$ cat src/rtl/led_pattern_sequencer.sv
// Status-LED blink sequencer: on/off/repeat commands in prescaler ticks over valid/ready.
// Define LED_SEQ_QUEUE_EN to add a 2-entry command queue that chains patterns back to back.
module led_pattern_sequencer #(
   parameter int TICK_DIV = 40000,
   parameter int CNT_W    = 16,
   parameter int REP_W    = 8
) (
   input  logic             clk,
   input  logic             rst,
   input  logic             cmd_valid,
   output logic             cmd_ready,
   input  logic [CNT_W-1:0] cmd_on_ticks,
   input  logic [CNT_W-1:0] cmd_off_ticks,
   input  logic [REP_W-1:0] cmd_repeat,
   input  logic             abort,
   output logic             led,
   output logic             busy,
   output logic             done
);
   localparam int PW = $clog2(TICK_DIV);
   localparam logic [PW-1:0] PRESC_MAX = PW'(TICK_DIV - 1);

   typedef struct packed {
      logic [CNT_W-1:0] on;
      logic [CNT_W-1:0] off;
      logic [REP_W-1:0] rep;
   } cmd_t;

   typedef enum logic [1:0] {ST_IDLE, ST_ON, ST_OFF} state_t;

   state_t           state_q, state_d;
   logic [PW-1:0]    presc_q, presc_d;
   logic [CNT_W-1:0] phase_q, phase_d;
   logic [REP_W-1:0] rep_cnt_q, rep_cnt_d;
   cmd_t             cur_q;
   logic             done_d;
   logic             load;

   cmd_t             in_cmd;
   cmd_t             src;
   logic             src_avail;
   logic             chain_ok;

   logic             tick;
   logic [CNT_W-1:0] cur_len;
   logic             phase_end;
   logic [REP_W-1:0] rep_dec;

   assign in_cmd = {cmd_on_ticks, cmd_off_ticks, cmd_repeat};

`ifdef LED_SEQ_QUEUE_EN
   cmd_t       q_mem [2];
   logic [1:0] q_cnt;
   logic [1:0] q_base;
   logic       push;
   logic       flush;

   assign cmd_ready = !rst && (q_cnt != 2'd2);
   assign push      = cmd_valid && cmd_ready;
   assign flush     = abort && (state_q != ST_IDLE);
   assign src       = q_mem[0];
   assign src_avail = (q_cnt != 2'd0);
   // A zero-length head is not chained; IDLE pops it next cycle so its done stays distinct.
   assign chain_ok  = src_avail && ((src.on != '0) || (src.off != '0));
   assign q_base    = q_cnt - {1'b0, load};

   always_ff @(posedge clk) begin
      if (rst) begin
         q_cnt <= '0;
      end else if (flush) begin
         q_cnt <= {1'b0, push};
         if (push) q_mem[0] <= in_cmd;
      end else begin
         if (load) q_mem[0] <= q_mem[1];
         if (push) q_mem[q_base[0]] <= in_cmd;
         q_cnt <= q_base + {1'b0, push};
      end
   end
`else
   assign cmd_ready = !rst && (state_q == ST_IDLE);
   assign src       = in_cmd;
   assign src_avail = cmd_valid;
   assign chain_ok  = 1'b0;
`endif

   assign tick      = (presc_q == PRESC_MAX);
   assign cur_len   = (state_q == ST_ON) ? cur_q.on : cur_q.off;
   assign phase_end = tick && (phase_q == cur_len - 1'b1);
   assign rep_dec   = rep_cnt_q - 1'b1;

   always_comb begin
      state_d   = state_q;
      presc_d   = tick ? '0 : presc_q + 1'b1;
      phase_d   = phase_q;
      rep_cnt_d = rep_cnt_q;
      done_d    = 1'b0;
      load      = 1'b0;
      unique case (state_q)
         ST_IDLE: load = src_avail;
         ST_ON, ST_OFF: begin
            if (abort) begin
               state_d = ST_IDLE;
            end else if (phase_end) begin
               phase_d = '0;
               if (state_q == ST_ON && cur_q.off != '0) begin
                  state_d = ST_OFF;
               end else if (cur_q.rep != '0 && rep_dec == '0) begin
                  done_d  = 1'b1;
                  state_d = ST_IDLE;
                  load    = chain_ok;
               end else begin
                  // repeat=0 runs forever, so its counter is left untouched
                  rep_cnt_d = (cur_q.rep != '0) ? rep_dec : rep_cnt_q;
                  state_d   = (cur_q.on != '0) ? ST_ON : ST_OFF;
               end
            end else if (tick) begin
               phase_d = phase_q + 1'b1;
            end
         end
         default: state_d = ST_IDLE;
      endcase
      if (load) begin
         presc_d   = '0;
         phase_d   = '0;
         rep_cnt_d = src.rep;
         if (src.on != '0) begin
            state_d = ST_ON;
         end else if (src.off != '0) begin
            state_d = ST_OFF;
         end else begin
            state_d = ST_IDLE;
            done_d  = 1'b1;
         end
      end
   end

   always_ff @(posedge clk) begin
      if (rst) begin
         state_q   <= ST_IDLE;
         presc_q   <= '0;
         phase_q   <= '0;
         rep_cnt_q <= '0;
         cur_q     <= '0;
         done      <= 1'b0;
      end else begin
         state_q   <= state_d;
         presc_q   <= presc_d;
         phase_q   <= phase_d;
         rep_cnt_q <= rep_cnt_d;
         done      <= done_d;
         if (load) cur_q <= src;
      end
   end

   assign led  = (state_q == ST_ON);
   assign busy = (state_q != ST_IDLE);

endmodule
$ cat config.mk
export PLATFORM = sky130hd
export DESIGN_NAME = led_pattern_sequencer
export DESIGN_NICKNAME = d
export VERILOG_FILES = /design/src/rtl/led_pattern_sequencer.sv
export SDC_FILE = /design/constraint.sdc
export NUM_CORES = 1
export LEC_CHECK = 0
export ABC_AREA = 1
export CAP_MARGIN = 20
export CORE_ASPECT_RATIO = 1.1
export CORE_MARGIN = 1
export CORE_UTILIZATION = 52
export CTS_CLUSTER_SIZE = 10
export DETAILED_ROUTE_END_ITERATION = 8
export GPL_ROUTABILITY_DRIVEN = 0
export MAX_ROUTING_LAYER = met4
export PLACE_DENSITY = 0.74
export SLEW_MARGIN = 5
export SYNTH_ARGS = -nofsm -noshare
export SYNTH_HDL_FRONTEND = slang
export SYNTH_SLANG_ARGS = --single-unit
$ cat constraint.sdc
create_clock -name clk -period 3.1 [get_ports clk]
set_input_delay 0.465 -clock clk [delete_from_list [all_inputs] [get_ports clk]]
set_output_delay 0.465 -clock clk [all_outputs]
set_load 0.02 [all_outputs]
Yosys cells after proc, flatten, opt, wreduce, memory -nomap -nowiden
Index checks and enable logic that the tools add are counted.
- add/subtract/negate cells: 4
- shift-type cells: 0
- $mul: 0
- divide/modulo/power cells: 0
- bitwise operators: 1
- equality and inequality tests: 9
- reductions and logical operators: 23
- order comparisons: 0
- mux-type cells: 28
- operators by type and width (operator ; number):
    $reduce_bool 16->1 ; 4
    $mux 8 ; 7
    $mux 16 ; 3
    $add 16x1->16 const B ; 2
    $eq 16x16->1 ; 1
    $eq 16x16->1 const B ; 1
    $mux 2 ; 8
    $sub 16x1->16 const B ; 1
    $reduce_bool 2->1 ; 5
    $mux 1 ; 9
    $logic_not 8->1 ; 1
    $reduce_bool 8->1 ; 1
    $sub 8x1->8 const B ; 1
    $ne 2x2->1 const B ; 3
    $reduce_and 6->1 ; 1
    $logic_and 1x1->1 ; 4
    $ne 4x4->1 const B ; 1
    $pmux 2 s2 ; 1
    $reduce_or 2->1 ; 2
    $reduce_and 3->1 ; 1
    $reduce_or 3->1 ; 1
    $eq 2x1->1 const B ; 1
    $eq 2x2->1 const B ; 1
    $logic_not 2->1 ; 1
    other kinds (4) ; 4
- input bits: 44
- bits in writable memories: 0
- output and inout bits: 4
- memories: 0
- ROM bits: 0
- latch bits: 0
- bits in registers: 83

Logic depth before layout (Yosys ltp)
- depth in word-level cells: 11
- mapped depth: 23
- mapped depth without buffers: 21

Least setup slack after synthesis
OpenSTA, ideal clock, no wires.
- path kind: flip-flop to flip-flop
- start: register state_q[1]
- end: register rep_cnt_q[6]
- path slack: 471 ps
- required time: 2987 ps
- cell stages (with the launch flop): 21
- arrival time: 2516 ps
- setup time: 113 ps
- path through: dfxtp_1 > inv_1 > ha_1 > buf_6 > inv_6 > nand2_1 > nand2_1 > ha_1 > nand3_2 > nor2_4 > nand3_2 > nor2_1 > xor2_1 > inv_2 > nor2_4 > nand4_4 > nand2_4 > buf_6 > nand2_1 > nand2_1 > nor2_1
- longest elaborated chain between the ends: 7
- elaborated cells on any way between the ends: 18
- ends and longest elaborated chain (item ; line ; RTL):
    from (decl) ; 31 ; state_t state_q, state_d;
    from (signal assigned) ; 146 ; state_q <= state_d;
    $eq 2x1->1 (*) ; -- ;
    named net led ; 16 ; output logic led,
    $mux 16 ; 87 ; assign cur_len = (state_q == ST_ON) ? cur_q.on : cur_q.off;
    $sub 16x1->16 ; 88 ; assign phase_end = tick && (phase_q == cur_len - 1'b1);
    $eq 16x16->1 ; 88 ;
    $logic_and 1x1->1 ; 88 ;
    $reduce_bool 2->1 (no source line) ; -- ;
    $reduce_and 6->1 (no source line) (*) ; -- ;
    to (signal assigned) ; 149 ; rep_cnt_q <= rep_cnt_d;
    to (decl) ; 34 ; logic [REP_W-1:0] rep_cnt_q, rep_cnt_d;
The timed path passes the listed nets; every way through them passes the cells marked *.
A chain may end at the register's enable or synchronous reset.

Worst setup path after layout
- start: register state_q[0]
- end: register state_q[1]
- longest elaborated chain between the ends: 7
- elaborated cells on any way between the ends: 18
- ends and longest elaborated chain (item ; line):
    $eq 2x1->1 ; 87, 98, 105
    $mux 16 / $logic_and 1x1->1 (equally long branches) ; 87, 105
    $sub 16x1->16 / $mux 2 (equally long branches) ; 88, 105
    $eq 16x16->1 / $mux 2 (equally long branches) ; 88, 103
    $logic_and 1x1->1 / $mux 2 (equally long branches) ; 88, 101
    $ne 4x4->1 (no source line) / $pmux 2 s2 (equally long branches) ; --
    $reduce_and 2->1 (no source line) / $mux 2 (equally long branches) ; --
Several ways; a longest one is shown, not always the timed one. The select of a mux whose other input is x is not followed.

==> results_dict.tcl <==
set metrics [dict create \
    reg2reg_setup_slack_ns 0.35 \
    grt_pass1_vias 4746 \
    synth_enable_flop_cells 0 \
    cp.required_ns 3.36 \
    synth_ff_type "dfxtp_1" \
    die_h_um 104.3 \
    drive_gt1_share_pct 8.957 \
    grt_setup_unrepaired "no" \
    worst_slack_ns 0.3476 \
    max_cap_violations 0 \
    worst_slew_pin_slew_ns 0.7061 \
    grt_max_degree 71 \
    slew_violations 0 \
    avgSynthCellArea_um2 6.464 \
    dieWidth_um 94.98 \
    grt-ovfl-total 0 \
    layout_commonest_cell "nand2_1" \
    ir_drop_uv 554.8 \
    finalClockSkew_ns 0.008316 \
    syn-cell-area_mm2 0.004945 \
    initial_core_util_pct 54.62 \
    synth_seq_area_share_pct 33.60 \
    leakagePower_nw 2.512 \
    drt_first_pass_iters 5 \
    postRouteAntennaNets 0 \
    hold_viol 0 \
    wl_met1_mm 5.832 \
    worstPathMaxFanout 17 \
    clk_path_buf_depth 2 \
    setup_tns_ns 0 \
    diodes 0 \
    layout-area-overhead-vs-synth_pct 16.65 \
    cts_sinks 83 \
    hold_slack_ns 0.4583 \
    drt_iter0_drc 260 \
    cp-end-kind "register" \
    track_usage_pct 28.24 \
    dp_hpwl_mm 9.948 \
    postCtsHoldBufs 0 \
    wl_per_cell_um 13.67 \
    start_kind "register" \
    worst-setup-path-type "register to register" \
    top_layer "met4" \
    p_sw_share_pct 43.04 \
    synth_nets 816 \
    synthArstFlopShare_pct 0 \
    route.detailed.drc 0 \
    synth.ff_latch_count 83 \
    fin_nets 861 \
    cts_made_buffers 9 \
    power_density_mw_per_mm2 762.6 \
    rows 36 \
    slew_headroom_pct 52.49 \
    antenna_found_initial 0 \
    timing.fmax_mhz 363.3 \
    status "finished, final reports clean" \
    power_switching_mw 1.893 \
    cts_tree "done" \
    comb_power_share_pct 47.7 \
    synth_cells 765 \
    wl_mm 12.70 \
    clkTransAtPathRegs_ns 0.09 \
    pwr-share-clk_pct 21.9 \
    wl_met2_mm 5.845 \
    mostFrequentLayoutCells "nand2_1 (202), nor2_1 (104), inv_1 (84)" \
    place_ws_ns 0.2225 \
    core_area_mm2 0.009054 \
    p_int_mw 2.506 \
    port_buffers 47 \
    seq_power_share_pct 30.4 \
    period_share_pct 88.79 \
    grt_first_pass_wirelength_mm 21.54 \
    cts_max_level 3 \
    ys_types 41 \
    period_minus_slack_ns 2.752 \
    dieArea_mm2 0.009904 \
    cts_root_buf "clkbuf_8" \
    arrival_ns 3.01 \
    io_pins 48 \
    vias 4952 \
    yosys_warnings 0 \
    dr_wl_met3_um 675 \
    avgViaCountPerCell 5.330 \
    setup_viol 0 \
    insertion_delay_ns 0.37 \
    hold_path_class "register to register" \
]
-- routing by layer --
metal | global-route usage (%) | vias to the layer above
met5 | - | -
met4 | 11.90 | 0
met3 | 4.020 | 26
met2 | 43.42 | 159
met1 | 36.73 | 2227
li1 | - | 2540
-- final cells by class --
class | instances | area, µm²
multi-input combinational | 571 | 2836
clock buffer | 10 | 137.6
inverter | 89 | 339.1
timing repair buffer | 56 | 538.0
clock inverter | 6 | 112.6
fill | 851 | 3286
sequential | 83 | 1662
tap | 114 | 142.6
-- critical path: stages (launching register included) --
cell and delay [ns]:
dfxtp_1 0.43, ha_4 0.24, inv_6 0.06, buf_4 0.20, nand2_1 0.08, nand2_1 0.11, nor2_2 0.15, nand2_1 0.07
nor2_1 0.21, nand2_1 0.10, nand2_1 0.07, nand2_1 0.05, nor2_1 0.13, nand2_1 0.06, nor2_1 0.10, nand3_1 0.19
nand2_1 0.18, nand3_1 0.09, nand2_1 0.07, nor2_1 0.04
-- worst paths after layout --
| path | from | endpoint | cells after the start |
|---|---|---|---|
| setup / recovery | state_q[0] | state_q[1] | 19 |
| hold / removal | presc_q[0] | presc_q[0] | 1 |
| setup reg to reg | state_q[0] | state_q[1] | 19 |
| hold reg to reg | presc_q[0] | presc_q[0] | 1 |
-- cells in the mapped netlist, types with 3 or more instances --
cell / number / share of area [%]
nor2_2: 7 / 0.89
inv_2: 3 / 0.23
ha_1: 7 / 1.8
nand4_1: 10 / 1.3
nand2_1: 203 / 15
nor2_1: 105 / 8.0
nor4_1: 20 / 2.5
nor2_4: 6 / 1.4
o21ai_0: 44 / 4.5
clkbuf_1: 13 / 0.99
a21boi_0: 5 / 0.76
nand3_2: 4 / 0.81
xnor2_1: 3 / 0.53
inv_1: 84 / 6.4
dfxtp_1: 83 / 34
nand3_1: 46 / 4.7
xor2_1: 19 / 3.4
nor3_1: 17 / 1.7
nand2_2: 16 / 2.0
a21oi_2: 3 / 0.53
buf_6: 5 / 1.1
a21oi_1: 38 / 3.8
-- logic make-up (layout without fill, tap and decap cells) --
group,count (synthesis),in the layout,share of synthesized area (%)
fa+ha+maj,7,7,1.771
buf+inv,111,161,9.388
simple gates,443,443,40.36
xor+xnor,22,22,3.897
compound gates,98,98,10.78
flops,83,83,33.60
mux,1,1,0.2024
-- power groups by stage --
stage / Combinational (mW) / Clock, mW / Sequential (mW)
after detailed placement: 2.05 / 0 / 1.36
after global routing: 2.35 / 1.02 / 1.36
final: 2.10 / 0.964 / 1.34
after CTS: 2.06 / 0.980 / 1.33
after global placement: 2.01 / 0 / 1.35
after floorplan: 1.64 / 0 / 1.33
-- through the flow --
stage / std cells / power (mW) / area, µm² / utilization (%)
finish: 929 / 4.399 / 5768 / 63.71
global route: 929 / 4.728 / 5768 / 63.71
CTS: 929 / 4.377 / 5753 / 63.54
detailed placement: 913 / 3.404 / 5503 / 60.78
global placement: 913 / 3.358 / 5503 / 60.78
floorplan: 765 / 2.968 / 4945 / -
-- flip-flops by register name, summed over array words and instances (netlist names) --
name       flops
cur_q         40
phase_q       16
presc_q       16
rep_cnt_q      8
state_q        2
done           1
-- timing repair --
| item | 4_1_cts | 5_1_grt |
|---|---|---|
| hold endpoints to repair | 0 | 0 |
| buffers inserted | 0 | 0 |
| resized for setup | 0 | 3 |
| setup endpoints to repair | 0 | 24 |
Note: power is estimated with default switching activity, not from simulation.
